**src/rtl/outerprodrc_ctrl.sv**
```systemverilog
`timescale 1ns/1ps
`default_nettype none
// ============================================================================
//  Module      : outerprodrc_ctrl
//  Description : Chunk sequencer for the outer-product unary GEMM array.
//                Fetches each K chunk from the tile buffer, clears the array
//                once before the first chunk, runs every chunk for a full
//                unary stream length, drains, then pulses done.
//  Revision    : 1.0  initial release
// ============================================================================
module outerprodrc_ctrl #(
  parameter int CYCLEW    = 3,
  parameter int TILEW     = 8,
  parameter int DRAIN_CYC = 2
) (
  input  logic             iClk,
  input  logic             iRstN,
  input  logic             iStart,
  input  logic [TILEW-1:0] iKTiles,
  input  logic             iAbort,
  output logic             oFetchReq,
  input  logic             iFetchAck,
  output logic             oLoad,
  output logic             oClr,
  output logic             oEn,
  output logic [TILEW-1:0] oTileIdx,
  output logic             oBusy,
  output logic             oDone
);

  typedef enum logic [2:0] {
    S_IDLE  = 3'd0,
    S_FETCH = 3'd1,
    S_CLEAR = 3'd2,
    S_RUN   = 3'd3,
    S_DRAIN = 3'd4,
    S_DONE  = 3'd5
  } state_t;

  // Terminal values: last cycle of a chunk's stream and last drain cycle.
  localparam logic [CYCLEW-1:0] CYC_LAST   = '1;
  localparam logic [3:0]        DRAIN_LAST = 4'(DRAIN_CYC - 1);
  localparam logic [TILEW-1:0]  TILE_ONE   = TILEW'(1);

  state_t            state, state_nxt;
  logic [TILEW-1:0]  tile, tile_nxt;
  logic [TILEW-1:0]  k_lat, k_nxt;
  logic [CYCLEW-1:0] cyc, cyc_nxt;
  logic [3:0]        drain, drain_nxt;

  // State and counter registers; async reset returns everything to idle/zero.
  always_ff @(posedge iClk or negedge iRstN) begin
    if (!iRstN) begin
      state <= S_IDLE;
      tile  <= '0;
      k_lat <= '0;
      cyc   <= '0;
      drain <= '0;
    end else begin
      state <= state_nxt;
      tile  <= tile_nxt;
      k_lat <= k_nxt;
      cyc   <= cyc_nxt;
      drain <= drain_nxt;
    end
  end

  // Next-state/counter logic and state-decoded outputs; abort overrides all.
  always_comb begin
    state_nxt = state;
    tile_nxt  = tile;
    k_nxt     = k_lat;
    cyc_nxt   = cyc;
    drain_nxt = drain;

    oFetchReq = 1'b0;
    oLoad     = 1'b0;
    oClr      = 1'b0;
    oEn       = 1'b0;
    oDone     = 1'b0;
    oBusy     = (state != S_IDLE);
    oTileIdx  = tile;

    case (state)
      S_IDLE: begin
        // A zero-length job is dropped without any handshake.
        if (iStart && (iKTiles != '0)) begin
          k_nxt     = iKTiles;
          tile_nxt  = '0;
          cyc_nxt   = '0;
          state_nxt = S_FETCH;
        end
      end
      S_FETCH: begin
        oFetchReq = 1'b1;
        oLoad     = iFetchAck;
        if (iFetchAck) begin
          cyc_nxt   = '0;
          // Only the first chunk clears, so accumulators sum across chunks.
          state_nxt = (tile == '0) ? S_CLEAR : S_RUN;
        end
      end
      S_CLEAR: begin
        oClr      = 1'b1;
        cyc_nxt   = '0;
        state_nxt = S_RUN;
      end
      S_RUN: begin
        oEn     = 1'b1;
        cyc_nxt = cyc + 1'b1;
        if (cyc == CYC_LAST) begin
          if (tile == (k_lat - TILE_ONE)) begin
            drain_nxt = '0;
            state_nxt = S_DRAIN;
          end else begin
            tile_nxt  = tile + TILE_ONE;
            state_nxt = S_FETCH;
          end
        end
      end
      S_DRAIN: begin
        drain_nxt = drain + 1'b1;
        if (drain == DRAIN_LAST) begin
          state_nxt = S_DONE;
        end
      end
      S_DONE: begin
        oDone     = 1'b1;
        tile_nxt  = '0;
        cyc_nxt   = '0;
        drain_nxt = '0;
        state_nxt = S_IDLE;
      end
      default: begin
        tile_nxt  = '0;
        cyc_nxt   = '0;
        drain_nxt = '0;
        state_nxt = S_IDLE;
      end
    endcase

    // Abort wins over everything; strobes this cycle still follow the state.
    if (iAbort) begin
      state_nxt = S_IDLE;
      tile_nxt  = '0;
      k_nxt     = '0;
      cyc_nxt   = '0;
      drain_nxt = '0;
    end
  end

endmodule
`default_nettype wire

```
**config.mk**
```make
export PLATFORM = sky130hd
export DESIGN_NAME = outerprodrc_ctrl
export DESIGN_NICKNAME = d
export VERILOG_FILES = /design/src/rtl/outerprodrc_ctrl.sv
export SDC_FILE = /design/constraint.sdc
export NUM_CORES = 1
export LEC_CHECK = 0
export ABC_AREA = 1
export BUFFER_PORTS_ARGS = -buffer_cell sky130_fd_sc_hd__buf_2
export CORE_UTILIZATION = 60
export CTS_CLUSTER_DIAMETER = 60
export DETAILED_ROUTE_END_ITERATION = 10
export PLACE_DENSITY = 0.83
export SYNTH_ARGS = -nofsm -noshare
export SYNTH_HDL_FRONTEND = slang
export SYNTH_SLANG_ARGS = --single-unit
```
**constraint.sdc**
```tcl
create_clock -name iClk -period 3.55 [get_ports iClk]
set_input_delay 0.71 -clock iClk [delete_from_list [all_inputs] [get_ports iClk]]
set_output_delay 0.71 -clock iClk [all_outputs]
set_load 0.02 [all_outputs]
```
==> impl_metrics.toml <==
[outcome]
outcome = "finished, violations left"
violations = "design-rule violations"

[floorplanning]
pin_count = 27
placementRows = 19
dieWidth_um = 57.35
die-area_mm2 = 0.003288
initial_core_util_pct = 64.97
core_mm2 = 0.002829
die_h_um = 57.35

[timing]
worstMarginPinSlew_ps = 579.4
fin_hold_ws_ps = 370.2
hold_viol = 0
rsz0062_at_grt = "no"
slew_headroom_pct = 61.37
slew_viol_final = 0
skew_ps = 3.305
finalSetupViolations = 0
fmaxAchievable_ghz = 0.4683
setup_ws_ps = 1415
fin_crit_sh_pct = 60.15
setup_tns_ps = 0
period_minus_slack_ps = 2135

[synthesis]
synth_simple_gate_area_share_pct = 38.87
synth-main-ff-cell = "dfrtp_1"
synthArstFlopShare_pct = 100.0
synthDistinctLibCells = 31
synth_area_leader_cell = "dfrtp_1"
synth.net_count = 273
synth_fa_ha_area_share_pct = 4.765
synthMuxAreaShare_pct = 0
yosysTopAreaCellShare_pct = 35.40
ys_top_cells_by_area = "dfrtp_1 (35%), nand2_1 (13%), nor2_1 (7.4%)"
synth_area_per_cell_um2 = 7.265
synth-seq-cells = 26
synth-edff-count = 0
synth-warning-count = 0
synth_top_family_by_area = "simple AND/OR/NAND/NOR gates"
synth_xor_area_share_pct = 3.812
yosysSeqAreaShare_pct = 35.40
synthCells = 253
synth-compound-area-share_pct = 8.781
syn_area_mm2 = 0.001838

[routing]
drc = 2
dr.pass1.iters = 7
routedWlPerCell_um = 12.86
drt-initial-drc-count = 112
wl_um = 3961
num_vias = 1698
final_antenna_net_count = 0
viasPerCell = 5.513

[finish]
layout-drive-gt1-share_pct = 16.61
finalNonFillerCells = 308
antennaDiodeCount = 0
layout.nets = 298
areaGrowthSynthToFinish_pct = 9.258

[clock_tree]
cts_inserted_buffers = 3
clock_latency_ps = 310
cts_root_buf = "clkbuf_4"
cts_tree = "done"
ctsResizeCount = 0
clk_pin_slew_ps = 140
hold_buffers = 0
cts.path.max_buffers = 2
postCtsSetupRepairBufs = 0
htreeDepth = 1
cts.sink_count = 26

[placement]
pre_cts_ws_ps = 1598
hpwlAfterDp_um = 3025
gp_congestion = 0.8544
place_inst = 304
port_buffers = 26

[flow_run]
drv_cap = 0

[worst_setup_path]
arrival_ps = 1430
critPathCaptureType = "primary output"
rr_worst_depth = 12
ff2ff_setup_slack_ps = 1590
critPathKind = "reg -> out"
path_max_fanout = 6
r2r-end = "oTileIdx[6]"
cp-start-kind = "register"
cp_slowest_stage_delay_ps = 460
worst_ep_required_time_ps = 2840
worst_path_max_delay_cell = "dfrtp_1"
crit_chain = "nor2_1 -> nand2_1 -> buf_2"
rr_startpoint = "k_lat[0]"

[power_and_ir_drop]
powerDensity_mw_per_mm2 = 488.2
power_mw = 0.9804
ir_drop_v = 0.0003267
leakage_nw = 1.053

[global_route]
grt_max_degree = 27
overflow = 0
grt_pass1_wl_um = 6665
grt_antenna_before_repair = 0
grt_pass1_vias = 1539
grt_util_all_layers_pct = 25.99

[hold_path]
hp-class = "in -> async"
## critical path, delay by kind of cell, from the launching register on
family        cells  cell delay (ps)
flops             1              460
simple gates      2              460
buf+inv           1              190
## synthesized netlist by cell type (2+ instances only)
library cell and n:
nand2_1 65, nor2_1 36, dfrtp_1 26, inv_1 25, nand3_1 22, a22o_1 10
nand4_1 10, o21ai_1 9, ha_1 7, xor2_1 7, inv_2 5, buf_2 4
nor3_1 4, nor4_1 4, nand3_4 2, o21ai_0 2
## flip-flops by register name, summed over array words and instances (netlist names)
| name | flops |
|---|---|
| drain | 4 |
| k_lat | 8 |
| oTileIdx | 8 |
| state | 3 |
| cyc | 3 |
## per-layer routing
metal	GRT usage, %	vias to the layer above	routed length, um
li1	-	880	-
met1	34.89	764	1811
met2	45.02	50	1885
met3	2.721	4	230
met4	6.272	0	34
met5	0	-	0
## area by class of cell
cell class                 count  area (um^2)
tap                           31        38.79
inverter                      31        118.9
multi-input combinational    190         1033
clock buffer                   4        36.28
sequential                    26        650.6
timing repair buffer          26        130.1
fill                         245        820.8
## stage by stage
step,util (%),cell area [um^2]
after floorplan,-,1838
after global placement,69.70,1972
after detailed placement,69.70,1972
after CTS,70.99,2008
after global routing,70.99,2008
final,70.99,2008
## how the worst max path moves through the flow
stage	from	end	slack, ps	cells after the start
2_1_floorplan	state[1]	oLoad	1540	5
3_3_place_gp	iAbort	oTileIdx[2]	1630	7
3_5_place_dp	iAbort	oTileIdx[6]	1600	7
4_1_cts	state[0]	oBusy	1400	3
5_1_grt	state[1]	oLoad	1300	6
6_report	state[0]	oBusy	1410	3
## where the power goes
group	leakage [nW]	switching [mW]	internal, mW
clock network	0.0210	0.0855	0.0627
registers	0.358	0.0429	0.328
logic	0.675	0.304	0.158
total	1.05	0.432	0.548
## cell usage in the layout, fill, tap and decap left out, types with 2 or more instances in the layout
cell      count
o21ai_0       2
nor4_1        4
buf_2        26
nand2_1      65
clkbuf_4      3
dfrtp_1      26
nor3_1        4
nor2_1       36
inv_1        25
a22o_1       10
o21ai_1       9
nand3_1      22
nand4_1      10
inv_2         5
xor2_1        7
ha_1          7
nand3_4       2
## cell families (layout without fill, tap and decap cells)
family / count (synthesis) / after routing
fa+ha+maj: 7 / 7
flops: 26 / 26
buf+inv: 37 / 61
simple gates: 151 / 151
xor+xnor: 8 / 8
compound gates: 24 / 24
Power figures use the tool's default switching activity.
